File: config.mk
export PLATFORM = sky130hd
export DESIGN_NAME = cmd_rd53_rx
export DESIGN_NICKNAME = d
export VERILOG_FILES = /design/src/rtl/cmd_rd53_pkg.sv /design/src/rtl/cmd_rd53_frame_decode.sv /design/src/rtl/cmd_rd53_rx.sv
export SDC_FILE = /design/constraint.sdc
export NUM_CORES = 1
export LEC_CHECK = 0
export CORE_ASPECT_RATIO = 1.5
export CORE_MARGIN = 2
export CORE_UTILIZATION = 50
export CTS_BUF_LIST = sky130_fd_sc_hd__clkbuf_4
export CTS_CLUSTER_DIAMETER = 120
export DETAILED_ROUTE_END_ITERATION = 6
export PLACE_DENSITY = 0.86
export SYNTH_ARGS = -nofsm -noshare
export SYNTH_HDL_FRONTEND = slang
export SYNTH_HIERARCHICAL = 1
export SYNTH_SLANG_ARGS = --single-unit
File: constraint.sdc
create_clock -name CMD_CLK -period 5.1 [get_ports CMD_CLK]
set_input_delay 1.02 -clock CMD_CLK [delete_from_list [all_inputs] [get_ports CMD_CLK]]
set_output_delay 1.02 -clock CMD_CLK [all_outputs]
set_load 0.02 [all_outputs]
File: src/rtl/cmd_rd53_pkg.sv
// Shared RD53 command-stream constants and trigger symbol lookup,
// used by both the command transmitter and the receiver.
package cmd_rd53_pkg;

  localparam logic [15:0] SYNC_PATTERN = 16'h817E;
  localparam logic [7:0]  TAG_PATTERN  = 8'h6A;

  typedef enum logic [1:0] {
    ST_HUNT    = 2'd0,
    ST_LOCKING = 2'd1,
    ST_LOCKED  = 2'd2
  } rx_state_e;

  // Returns the trigger index 1..15 for a trigger symbol, 0 for any other byte.
  function automatic logic [3:0] trig_symbol_index(input logic [7:0] sym);
    logic [3:0] idx;
    idx = 4'd0;
    case (sym)
      8'h2B: idx = 4'd1;
      8'h2D: idx = 4'd2;
      8'h2E: idx = 4'd3;
      8'h33: idx = 4'd4;
      8'h35: idx = 4'd5;
      8'h36: idx = 4'd6;
      8'h39: idx = 4'd7;
      8'h3A: idx = 4'd8;
      8'h3C: idx = 4'd9;
      8'h4B: idx = 4'd10;
      8'h4D: idx = 4'd11;
      8'h4E: idx = 4'd12;
      8'h53: idx = 4'd13;
      8'h55: idx = 4'd14;
      8'h56: idx = 4'd15;
      default: idx = 4'd0;
    endcase
    return idx;
  endfunction

endpackage

File: src/rtl/cmd_rd53_frame_decode.sv
// Combinational classifier for one aligned 16-bit command frame.
module cmd_rd53_frame_decode
  import cmd_rd53_pkg::*;
(
  input  logic [15:0] frame,
  output logic        is_sync,
  output logic        is_trig,
  output logic [3:0]  trig_idx,
  output logic        is_tag_err
);

  logic [3:0] idx;

  always_comb begin
    idx        = trig_symbol_index(frame[15:8]);
    is_sync    = (frame == SYNC_PATTERN);
    is_trig    = (idx != 4'd0) && (frame[7:0] == TAG_PATTERN);
    is_tag_err = (idx != 4'd0) && (frame[7:0] != TAG_PATTERN);
    trig_idx   = idx;
  end

endmodule

File: src/rtl/cmd_rd53_rx.sv
// RD53 command receiver: serial deserializer, sync alignment FSM, frame
// decode strobes and saturating event counters, all in the CMD_CLK domain.
module cmd_rd53_rx
  import cmd_rd53_pkg::*;
#(
  parameter int LOCK_SYNCS     = 4,
  parameter int MISALIGN_LIMIT = 4,
  parameter int CNT_WIDTH      = 16
) (
  input  logic                 CMD_CLK,
  input  logic                 RST,
  input  logic                 CNT_CLEAR,
  input  logic                 CMD_EN,
  input  logic                 CMD_SERIAL_IN,
  output logic                 LOCKED,
  output logic                 SYNC_STROBE,
  output logic                 TRIG_VALID,
  output logic [3:0]           TRIG_INDEX,
  output logic                 DATA_VALID,
  output logic [15:0]          DATA_WORD,
  output logic                 TRIG_ERR,
  output logic [CNT_WIDTH-1:0] SYNC_COUNT,
  output logic [CNT_WIDTH-1:0] TRIG_COUNT,
  output logic [CNT_WIDTH-1:0] DATA_COUNT,
  output logic [CNT_WIDTH-1:0] ERR_COUNT,
  output rx_state_e            STATE_DBG
);

  localparam logic [3:0] LOCK_N = 4'(LOCK_SYNCS);
  localparam logic [3:0] MIS_N  = 4'(MISALIGN_LIMIT);

  rx_state_e   state_q, state_d;
  logic [15:0] sr_q, sr_d;
  logic [3:0]  bit_cnt_q, bit_cnt_d;
  logic [3:0]  aligned_q, aligned_d;
  logic [3:0]  misalign_q, misalign_d;
  logic        locked_q, locked_d;
  logic        sync_stb_q, sync_stb_d;
  logic        trig_valid_q, trig_valid_d;
  logic [3:0]  trig_index_q, trig_index_d;
  logic        data_valid_q, data_valid_d;
  logic [15:0] data_word_q, data_word_d;
  logic        trig_err_q, trig_err_d;
  logic [CNT_WIDTH-1:0] sync_cnt_q, sync_cnt_d, trig_cnt_q, trig_cnt_d;
  logic [CNT_WIDTH-1:0] data_cnt_q, data_cnt_d, err_cnt_q, err_cnt_d;
  logic        boundary;
  logic        dec_sync, dec_trig, dec_err;
  logic [3:0]  dec_idx;

  // Decoding looks at the register value including the bit being sampled,
  // so strobes register on the same edge that takes the frame's last bit.
  cmd_rd53_frame_decode u_decode (
    .frame      (sr_d),
    .is_sync    (dec_sync),
    .is_trig    (dec_trig),
    .trig_idx   (dec_idx),
    .is_tag_err (dec_err)
  );

  function automatic logic [CNT_WIDTH-1:0] sat_cnt(input logic [CNT_WIDTH-1:0] c,
                                                    input logic inc, input logic clr);
    logic [CNT_WIDTH-1:0] n;
    n = c;
    if (clr) n = '0;
    else if (inc && (c != '1)) n = c + 1'b1;
    return n;
  endfunction

  always_comb begin
    state_d      = state_q;
    sr_d         = sr_q;
    bit_cnt_d    = bit_cnt_q;
    aligned_d    = aligned_q;
    misalign_d   = misalign_q;
    sync_stb_d   = 1'b0;
    trig_valid_d = 1'b0;
    trig_index_d = trig_index_q;
    data_valid_d = 1'b0;
    data_word_d  = data_word_q;
    trig_err_d   = 1'b0;
    boundary     = 1'b0;

    if (!CMD_EN) begin
      state_d    = ST_HUNT;
      bit_cnt_d  = 4'd0;
      aligned_d  = 4'd0;
      misalign_d = 4'd0;
    end else begin
      sr_d     = {sr_q[14:0], CMD_SERIAL_IN};
      boundary = (bit_cnt_q == 4'd15);
      case (state_q)
        ST_HUNT: begin
          bit_cnt_d  = 4'd0;
          aligned_d  = 4'd0;
          misalign_d = 4'd0;
          if (dec_sync) begin
            aligned_d = 4'd1;
            state_d   = (LOCK_N == 4'd1) ? ST_LOCKED : ST_LOCKING;
          end
        end
        ST_LOCKING: begin
          bit_cnt_d  = bit_cnt_q + 4'd1;
          misalign_d = 4'd0;
          if (boundary) begin
            if (dec_sync) begin
              aligned_d = aligned_q + 4'd1;
              if (aligned_d == LOCK_N) state_d = ST_LOCKED;
            end else begin
              aligned_d = 4'd0;
              state_d   = ST_HUNT;
            end
          end
        end
        ST_LOCKED: begin
          bit_cnt_d = bit_cnt_q + 4'd1;
          if (boundary) begin
            if (dec_sync) begin
              sync_stb_d = 1'b1;
              misalign_d = 4'd0;
            end else if (dec_trig) begin
              trig_valid_d = 1'b1;
              trig_index_d = dec_idx;
            end else if (dec_err) begin
              trig_err_d = 1'b1;
            end else begin
              data_valid_d = 1'b1;
              data_word_d  = sr_d;
            end
          end else if (dec_sync) begin
            // A sync pattern off the frame grid means the transmitter slipped.
            misalign_d = misalign_q + 4'd1;
            if (misalign_d == MIS_N) begin
              state_d    = ST_HUNT;
              misalign_d = 4'd0;
              aligned_d  = 4'd0;
              bit_cnt_d  = 4'd0;
            end
          end
        end
        default: state_d = ST_HUNT;
      endcase
    end

    locked_d   = (state_d == ST_LOCKED);
    sync_cnt_d = sat_cnt(sync_cnt_q, sync_stb_d, CNT_CLEAR);
    trig_cnt_d = sat_cnt(trig_cnt_q, trig_valid_d, CNT_CLEAR);
    data_cnt_d = sat_cnt(data_cnt_q, data_valid_d, CNT_CLEAR);
    err_cnt_d  = sat_cnt(err_cnt_q, trig_err_d, CNT_CLEAR);
  end

  always_ff @(posedge CMD_CLK or posedge RST) begin
    if (RST) begin
      state_q      <= ST_HUNT;
      sr_q         <= 16'd0;
      bit_cnt_q    <= 4'd0;
      aligned_q    <= 4'd0;
      misalign_q   <= 4'd0;
      locked_q     <= 1'b0;
      sync_stb_q   <= 1'b0;
      trig_valid_q <= 1'b0;
      trig_index_q <= 4'd0;
      data_valid_q <= 1'b0;
      data_word_q  <= 16'd0;
      trig_err_q   <= 1'b0;
      sync_cnt_q   <= '0;
      trig_cnt_q   <= '0;
      data_cnt_q   <= '0;
      err_cnt_q    <= '0;
    end else begin
      state_q      <= state_d;
      sr_q         <= sr_d;
      bit_cnt_q    <= bit_cnt_d;
      aligned_q    <= aligned_d;
      misalign_q   <= misalign_d;
      locked_q     <= locked_d;
      sync_stb_q   <= sync_stb_d;
      trig_valid_q <= trig_valid_d;
      trig_index_q <= trig_index_d;
      data_valid_q <= data_valid_d;
      data_word_q  <= data_word_d;
      trig_err_q   <= trig_err_d;
      sync_cnt_q   <= sync_cnt_d;
      trig_cnt_q   <= trig_cnt_d;
      data_cnt_q   <= data_cnt_d;
      err_cnt_q    <= err_cnt_d;
    end
  end

  // Strobe outputs are single-cycle pulses with no back-pressure; the
  // accompanying TRIG_INDEX / DATA_WORD hold until their next pulse.
  assign LOCKED      = locked_q;
  assign SYNC_STROBE = sync_stb_q;
  assign TRIG_VALID  = trig_valid_q;
  assign TRIG_INDEX  = trig_index_q;
  assign DATA_VALID  = data_valid_q;
  assign DATA_WORD   = data_word_q;
  assign TRIG_ERR    = trig_err_q;
  assign SYNC_COUNT  = sync_cnt_q;
  assign TRIG_COUNT  = trig_cnt_q;
  assign DATA_COUNT  = data_cnt_q;
  assign ERR_COUNT   = err_cnt_q;
  assign STATE_DBG   = state_q;

endmodule

==> flow_summary.ini <==
[outcome]
outcome = finished, final reports clean

[timing]
period_share_pct = 81.6
report.final.slew_viol_count = 0
worstMarginPinSlew_ps = 1180
hold_ws_ps = 516
finalHoldViolations = 0
final.setup.tns_ps = 0
layout_min_cycle_time_ps = 4160
grt_setup_unrepaired = false
fmax_mhz = 240
setup_viol = 0
max_slew_margin_pct = 21.1
clock_skew_ps = 20.0

[yosys]
avgSynthCellArea_um2 = 10.2
yosysWarnings = 6
synth_cell_types = 75
yosys.area.top_type = dfrtp_1
synthArstFlopShare_pct = 100
ys_ff_latch = 119
synthTopCellsByArea = dfrtp_1, mux2_2, xnor2_1
synth_seq_area_share_pct = 46.0
synth_nets = 655
synth_edf_count = 0
yosysMostFrequentCell = dfrtp_1
syn-instance-count = 637
ys.flop_type = dfrtp_1
netlist_area_um2 = 6480
synth_top_area_share_pct = 46.0
synthTopCellsByCount = dfrtp_1, nor2_1, nand2_1

[worst_setup_path]
crit_fanout = 24
crit_type = input pin to flop
worstPathRequired_ps = 5580
cp.arrival_ps = 4640
endpoint_kind = flop
cp_cell_sequence = clkdlybuf4s50_1, buf_4, mux2_2, a21oi_1, a221oi_2, a32oi_1, a21boi_1, nand4b_1, nor2_4, o2111ai_1, or4_1, nand2_1
critPathLaunchType = input pin
crit_path_top_delay_cell = clkdlybuf4s50_1
slowest_delay_ps = 740

[detailed_routing]
firstDrtPassIters = 4
vias = 5370
routed_wirelength_um = 15200
drt_first_iter_violations = 370
ant_nets = 0
drc_errors = 0
post_drt_wl_per_cell_um = 16.9
viasPerCell = 5.96

[die]
die_w_um = 97.0
rows = 50
start_util_pct = 51.5
die_area_um2 = 13900
chipHeight_um = 143
ioPinCount = 96
core-area_um2 = 12600

[clock_network]
cts.reportedPaths.clkPinSlew_ps = 110
cts_made_buffers = 17
cts_tree = done
post_cts_resized = 0
ctsHoldBuffers = 0
htreeDepth = 4
cts_buffer_depth = 2
cts-root-buf = clkbuf_4
cts_sinks = 119
insertion_delay_ps = 540
postCtsSetupBuffers = 0

[place]
port_buffers = 95
place_hpwl_um = 11000
place_congestion = 0.855

[global_route]
grt_pass1_vias = 5353
overflow = 0
grt_usage_pct = 22.5
antenna_found_initial = 1
grt_max_degree = 67
grt_pass1_wl_um = 25500

[power]
vdd_drop_max_v = 0.000187
cellPowerDensity_nw_per_um2 = 269
leakagePower_nw = 3.32

[job]
drv_cap = 0

[layout]
layout.nets = 751
area_growth_pct = 21.0
drive_above_1_share_pct = 12.8

[worst_hold_path]
hold_class = flop to flop
[metrics by stage]
stage / cell area [um2] / cells / utilization [%] / setup slack, ps / power [W]
floorplan: 6480 / 637 / - / 923 / 0.00132
global placement: 7540 / 870 / 60.0 / 651 / 0.00137
detailed placement: 7540 / 870 / 60.0 / 440 / 0.00139
CTS: 7840 / 900 / 62.3 / 996 / 0.00212
global route: 7840 / 901 / 62.4 / 734 / 0.00220
finish: 7840 / 901 / 62.4 / 939 / 0.00211
[report_power, final]
group | internal [W] | switching [W]
sequential | 0.000991 | 0.0000429
clock | 0.000389 | 0.000347
combinational | 0.000131 | 0.000213
total | 0.00151 | 0.000603
[worst max-delay path: cells and delay by family]
kind	cells	cell delay, ps
compound gates	5	960
simple gates	4	1110
mux	1	440
buf+inv	2	1100
[final timing paths]
check,start,endpoint,slack (ps),cells past startpoint
hold reg to reg,TRIG_INDEX[2],TRIG_INDEX[2],520,2
max in group asynchronous,RST,TRIG_COUNT[15],3300,3
hold / removal,TRIG_INDEX[2],TRIG_INDEX[2],520,2
setup / recovery,CMD_EN,ERR_COUNT[14],940,12
min in group asynchronous,RST,DATA_COUNT[15],920,2
setup reg to reg,sr_q[12],TRIG_COUNT[9],1940,10
[final cells by class]
class                           instances  area [um2]
Clock buffer                           19         143
Fill cell                             996        4730
Multi-Input combinational cell        478        3320
Clock inverter                         11         158
Antenna cell                            1        2.50
Timing Repair Buffer                  100         983
Inverter                               17        66.3
Sequential cell                       119        2980
Tap cell                              156         195
[cells by family after synthesis]
logic type,Yosys count,synth area share [%]
AO/OA/AOI/OAI,98,11.0
adder cells (fa/ha/maj),13,2.51
multiplexers,36,6.18
XOR/XNOR,54,7.41
flip-flops,119,46.0
AND/OR/NAND/NOR,277,24.1
buffers and inverters,40,2.86
[placed cells by master, fill, tap and decap left out, drive strengths merged, types with 7 or more instances in the layout]
cell type	Yosys	layout
dfrtp	119	119
clkdlybuf4s50	0	94
nor2	70	70
nand2	52	52
xnor2	34	34
nand3	34	34
mux2	32	32
o21ai	23	23
xor2	20	20
clkbuf	10	19
and3	18	18
nor3	18	18
inv	17	17
a21oi	15	15
nand4	15	15
ha	13	13
a211oi	9	9
and4	8	8
nor2b	8	8
nand2b	8	8
o211ai	8	8
and2	7	7
nor4	7	7
[metal layers]
layer / part of all wire [%] / vias to the layer above / routed length, um / track usage [%]
met5: 0 / - / 0 / 0
met3: 4.7 / 41 / 722 / 4.57
li1: - / 2499 / - / -
met2: 53 / 188 / 8060 / 40.2
met4: 2.6 / 0 / 402 / 10.2
met1: 40 / 2642 / 6040 / 26.0
[registers in the layout, summed over array words and instances (netlist names)]
signal,cells
DATA_COUNT,16
misalign_q,4
STATE_DBG,2
LOCKED,1
TRIG_VALID,1
ERR_COUNT,16
bit_cnt_q,4
SYNC_COUNT,16
TRIG_COUNT,16
SYNC_STROBE,1
DATA_WORD,16
TRIG_INDEX,4
TRIG_ERR,1
aligned_q,4
sr_q,16
DATA_VALID,1
(Power assumes the default switching activity.)
